[config.mk]
export PLATFORM = sky130hd
export DESIGN_NAME = packet_wrr_scheduler
export DESIGN_NICKNAME = d
export VERILOG_FILES = /design/src/rtl/packet_wrr_scheduler.sv
export SDC_FILE = /design/constraint.sdc
export NUM_CORES = 1
export LEC_CHECK = 0
export CAP_MARGIN = 40
export CORE_ASPECT_RATIO = 1.1
export CORE_MARGIN = 3
export CORE_UTILIZATION = 28
export CTS_CLUSTER_DIAMETER = 100
export CTS_CLUSTER_SIZE = 25
export DETAILED_ROUTE_END_ITERATION = 6
export SKIP_LAST_GASP = 1
export SLEW_MARGIN = 20
export SYNTH_ARGS = -nofsm -noshare
export SYNTH_HDL_FRONTEND = slang
export SYNTH_SLANG_ARGS = --single-unit
[constraint.sdc]
create_clock -name clock -period 3.5 [get_ports clock]
set_clock_uncertainty 0.2 [all_clocks]
set_input_delay 0.7 -clock clock [delete_from_list [all_inputs] [get_ports clock]]
set_output_delay 0.7 -clock clock [all_outputs]
set_load 0.01 [all_outputs]
[src/rtl/packet_wrr_scheduler.sv]
// packet_wrr_scheduler: packet-level weighted round-robin arbiter.
// Each requester receives up to weight[i] packet grants per round (a weight
// of 0 counts as 1). A grant is held from the cycle after arbitration until
// the owner pulses fin. One GAP cycle follows, then the IDLE cycle that
// performs the next arbitration.
// Ports:
//   clock    - single clock, rising edge
//   reset    - asynchronous, active-low; deassertion passes through a 2-flop sync
//   req      - per-requester packet request (level)
//   fin      - per-requester end-of-packet pulse; only the current owner's bit is used
//   ready    - downstream can take a new packet; gates new grants only
//   weights  - per-requester credits per round, field i = weights[i*WW +: WW]
//   grant    - registered one-hot grant
//   grant_id - index of current owner (holds the last owner when idle)
//   busy     - a packet is currently granted
//   timeout  - one-cycle pulse when the watchdog aborts a packet
// Optional feature: define PKT_WATCHDOG_EN to include the TIMEOUT-cycle watchdog.
module packet_wrr_scheduler #(
  parameter int unsigned N       = 4,
  parameter int unsigned WW      = 3,
  parameter int unsigned TIMEOUT = 1024
) (
  input  logic            clock,
  input  logic            reset,
  input  logic [N-1:0]    req,
  input  logic [N-1:0]    fin,
  input  logic            ready,
  input  logic [N*WW-1:0] weights,
  output logic [N-1:0]    grant,
  output logic [2:0]      grant_id,
  output logic            busy,
  output logic            timeout
);

  typedef enum logic [1:0] {IDLE, GRANT, GAP} state_t;

  state_t        state_q, state_d;
  logic [1:0]    sync_q;
  logic [WW-1:0] credit_q [N];
  logic [WW-1:0] credit_d [N];
  logic [2:0]    ptr_q, ptr_d;
  logic [2:0]    owner_q, owner_d;
  logic [N-1:0]  grant_q, grant_d;

  logic          hi_found, lo_found, found;
  logic [2:0]    hi_pick, lo_pick, pick;
  logic [WW-1:0] owner_credit;
  logic [2:0]    next_owner;
  logic          fin_owner;
  logic          expired;

  // grant_q is one-hot on the owner only while in GRANT, so this masks
  // fin down to the owner's bit without a variable index.
  assign fin_owner  = |(fin & grant_q);
  assign next_owner = (owner_q == 3'(N - 1)) ? 3'd0 : owner_q + 3'd1;

  // Round-robin search from ptr: the first eligible index at or above ptr
  // wins; otherwise wrap to the lowest eligible index below ptr.
  always_comb begin
    hi_found = 1'b0;
    lo_found = 1'b0;
    hi_pick  = '0;
    lo_pick  = '0;
    for (int unsigned i = 0; i < N; i++) begin
      if (req[i] && (credit_q[i] != '0)) begin
        if (3'(i) >= ptr_q) begin
          if (!hi_found) begin
            hi_found = 1'b1;
            hi_pick  = 3'(i);
          end
        end else if (!lo_found) begin
          lo_found = 1'b1;
          lo_pick  = 3'(i);
        end
      end
    end
  end

  assign found = hi_found | lo_found;
  assign pick  = hi_found ? hi_pick : lo_pick;

  always_comb begin
    owner_credit = '0;
    for (int unsigned i = 0; i < N; i++) begin
      if (3'(i) == owner_q) owner_credit = credit_q[i];
    end
  end

  always_comb begin
    state_d  = state_q;
    ptr_d    = ptr_q;
    owner_d  = owner_q;
    credit_d = credit_q;
    grant_d  = '0;
    case (state_q)
      IDLE: begin
        if (sync_q[1] && ready && (req != '0)) begin
          if (found) begin
            state_d = GRANT;
            owner_d = pick;
            for (int unsigned i = 0; i < N; i++) grant_d[i] = (3'(i) == pick);
          end else begin
            for (int unsigned i = 0; i < N; i++) begin
              credit_d[i] = (weights[i*WW +: WW] == '0) ? WW'(1) : weights[i*WW +: WW];
            end
          end
        end
      end
      GRANT: begin
        grant_d = grant_q;
        if (fin_owner) begin
          for (int unsigned i = 0; i < N; i++) begin
            if ((3'(i) == owner_q) && (credit_q[i] != '0)) credit_d[i] = credit_q[i] - 1'b1;
          end
          // Remaining credit after the decrement is nonzero iff it was > 1.
          ptr_d   = (owner_credit > WW'(1)) ? owner_q : next_owner;
          state_d = GAP;
          grant_d = '0;
        end else if (expired) begin
          for (int unsigned i = 0; i < N; i++) begin
            if (3'(i) == owner_q) credit_d[i] = '0;
          end
          ptr_d   = next_owner;
          state_d = GAP;
          grant_d = '0;
        end
      end
      GAP:     state_d = IDLE;
      default: state_d = IDLE;
    endcase
  end

  always_ff @(posedge clock or negedge reset) begin
    if (!reset) begin
      state_q <= IDLE;
      sync_q  <= '0;
      ptr_q   <= '0;
      owner_q <= '0;
      grant_q <= '0;
      for (int unsigned i = 0; i < N; i++) credit_q[i] <= '0;
    end else begin
      state_q  <= state_d;
      sync_q   <= {sync_q[0], 1'b1};
      ptr_q    <= ptr_d;
      owner_q  <= owner_d;
      grant_q  <= grant_d;
      credit_q <= credit_d;
    end
  end

`ifdef PKT_WATCHDOG_EN
  localparam int unsigned CW = $clog2(TIMEOUT + 1);

  logic [CW-1:0] wdog_q, wdog_d;
  logic          timeout_q, timeout_d;

  // The counter sits at zero outside GRANT, so it starts each packet at zero.
  // It reads TIMEOUT-1 during the TIMEOUT-th GRANT cycle.
  assign expired = (state_q == GRANT) && (wdog_q == CW'(TIMEOUT - 1));

  always_comb begin
    wdog_d    = '0;
    timeout_d = 1'b0;
    if (state_q == GRANT) begin
      wdog_d    = wdog_q + 1'b1;
      timeout_d = expired && !fin_owner;
    end
  end

  always_ff @(posedge clock or negedge reset) begin
    if (!reset) begin
      wdog_q    <= '0;
      timeout_q <= 1'b0;
    end else begin
      wdog_q    <= wdog_d;
      timeout_q <= timeout_d;
    end
  end

  assign timeout = timeout_q;
`else
  logic unused_timeout;

  assign unused_timeout = ^TIMEOUT;
  assign expired        = 1'b0;
  assign timeout        = 1'b0;
`endif

  assign grant    = grant_q;
  assign busy     = (state_q == GRANT);
  assign grant_id = owner_q;

endmodule

==> reports/metrics.yaml <==
grt_pass1_wl_um: 6796
hold_end: "sync_q[1]"
drive_above_1_share_pct: 9.615
synth.distinct_cells: 48
grt_pass1_vias: 1505
dpl.hpwl_um: 3111
routed_wl_um: 4005
synth_area_leader_cell: "dfrtp_1"
portBuffers: 29
cts_tree: "yes"
ys_seq_elements: 24
cts_buffers: 3
period_share_pct: 74.74
dieArea_um2: 6939
regToRegStartpoint: "credit_q[7]"
power_leakage_nw: 0.8289
critPathCaptureType: "flip-flop"
cts.sinks: 24
yosys_warnings: 0
cts_root_buffer: "clkbuf_8"
crit_fanout: 12
async_flop_share_pct: 100.0
yosysMostFrequentCell: "dfrtp_1"
wire_per_inst_um: 14.15
r2r-end: "credit_q[10]"
critPathKind: "primary input to flip-flop"
rows: 28
power.density_nw_per_um2: 794.4
startpoint: "req[1]"
setup_viol: 0
grt_use_total_pct: 12.25
dieHeight_um: 87.07
ctsLongestPathBuffers: 2
avgSynthCellArea_um2: 9.346
max-slew-margin-rel_pct: 63.51
antennaDiodeCount: 0
hold-path-cell-count: 0
worst_setup_path_start_kind: "primary input"
period_minus_slack_ns: 2.616
multi_input_area_um2: 973.4
grt_max_degree: 27
viasPerCell: 5.088
ios: 32
final_net_count: 245
fillers: 561
reg2reg_slack_ns: 1.14
ctsHoldBuffers: 0
maxCapViolations: 0
synth.top_cell.area_share_pct: 35.90
drtPass1Iterations: 4
clock_latency_ns: 0.27
synthTopCellsByArea: "dfrtp_1, ha_1, a21oi_1, o22ai_2, inv_1"
htreeDepth: 1
yosys-top-cells-count: "dfrtp_1, inv_1, nand2_1, a21oi_1, ha_1"
worst_pin_slew_ns: 0.5474
syn2layout_area_growth_pct: 24.01
hold_class: "flip-flop to flip-flop"
die_w_um: 79.70
synth_ff_type: "dfrtp_1"
critPathRequiredTime_ns: 3.44
status: "complete, no violations"
seq_area_um2: 600.6
grt_overflow_total: 0
ys_seq_area_share_pct: 35.90
antenna_found_initial: 0
finalHoldViolCount: 0
netlist_area_um2: 1673
synth_enable_flop_cells: 0
drv_slew: 0
via_count: 1440
placeableCoreArea_um2: 5570
start_util_pct: 30.03
worstRegToRegCells: 7
critPathArrivalTime_ns: 2.56
fmax_ghz: 0.3823
rsz0062_at_grt: "no"
postCtsSetupRepairBufs: 0
globalplace.congestion: 0.8120
min-delay-start: "sync_q[0]"
ant_nets: 0
tns_ns: 0
ctsResizeCount: 0
drc_errors: 0
postSynthCellCount: 179
fin_total_pwr_mw: 1.648
worst_ir_drop_vdd_v: 0.0002420
drt-initial-drc-count: 73
clk_pin_slew_ns: 0.08
## worst max-delay path by stage
stage,endpoint,slack (ns)
finish,credit_q[1],0.88
global route,credit_q[2],0.80
CTS,credit_q[4],0.90
detailed placement,credit_q[4],0.62
global placement,credit_q[2],0.63
floorplan,credit_q[1],1.22
## stage by stage
stage | instances | area (um2) | setup WS (ns) | utilization [%] | hold slack, ns
2_1_floorplan | 180 | 1677 | 1.224 | - | 0.1312
3_3_place_gp | 280 | 2033 | 0.6346 | 36.50 | 0.1320
3_5_place_dp | 280 | 2033 | 0.6166 | 36.50 | 0.1490
4_1_cts | 283 | 2074 | 0.9026 | 37.24 | 0.1666
5_1_grt | 283 | 2074 | 0.8032 | 37.24 | 0.1768
6_report | 283 | 2074 | 0.8842 | 37.24 | 0.1668
## area by class of cell
type	instances	share of cell area (%)
Sequential cell	24	28.95
Clock buffer	3	1.990
Multi-Input combinational cell	134	46.92
Tap cell	75	4.524
Timing Repair Buffer	31	14.72
Inverter	16	2.895
## placed cells by master, fill, tap and decap left out, drive strengths merged, types with 2 or more instances in the layout
cell	instances
a22o	2
o21a	2
ha	12
clkdlybuf4s50	29
o31a	4
o22ai	8
conb	3
and2	2
clkbuf	3
o22a	2
or3	2
or2	2
o21ai	14
nor4	5
nor3	5
o31ai	3
a211oi	6
nor2b	2
nand2b	4
nor2	8
a22oi	3
nand2	14
a31oi	3
buf	2
mux2i	2
inv	15
dfrtp	24
a21oi	14
## sequential cells by signal (all words and copies together), names as in the netlist
name and count:
credit_q 12, grant 4, grant_id 2, ptr_q 2, state_q 2, sync_q 2
## cell families after synthesis
kind of cell / share of synthesized area (%)
buffers and inverters: 6.132
flip-flops: 35.90
adder cells (fa/ha/maj): 8.975
AND/OR/NAND/NOR: 15.33
other: 0.4489
multiplexers: 1.197
AO/OA/AOI/OAI: 32.01
## where the power goes
group          switching (mW)  leakage (nW)  internal [mW]
sequential             0.0994         0.297          0.390
combinational           0.576         0.510          0.420
clock                  0.0851        0.0216         0.0771
total                   0.761         0.829          0.887
## critical path, cell delays in order
cell,delay (ns)
clkdlybuf4s50_1,0.49
or4_4,0.57
a41oi_4,0.37
or2_4,0.31
o22ai_2,0.11
## layer usage
metal	vias to the layer above	track usage (%)	wire length [um]	share of wire (%)
met5	-	0	0	0
met4	0	5.156	76	1.9
met3	7	2.070	144	3.6
met2	27	20.73	1879	47
met1	690	15.33	1905	48
li1	716	-	-	-
Power figures use the tool's default switching activity.
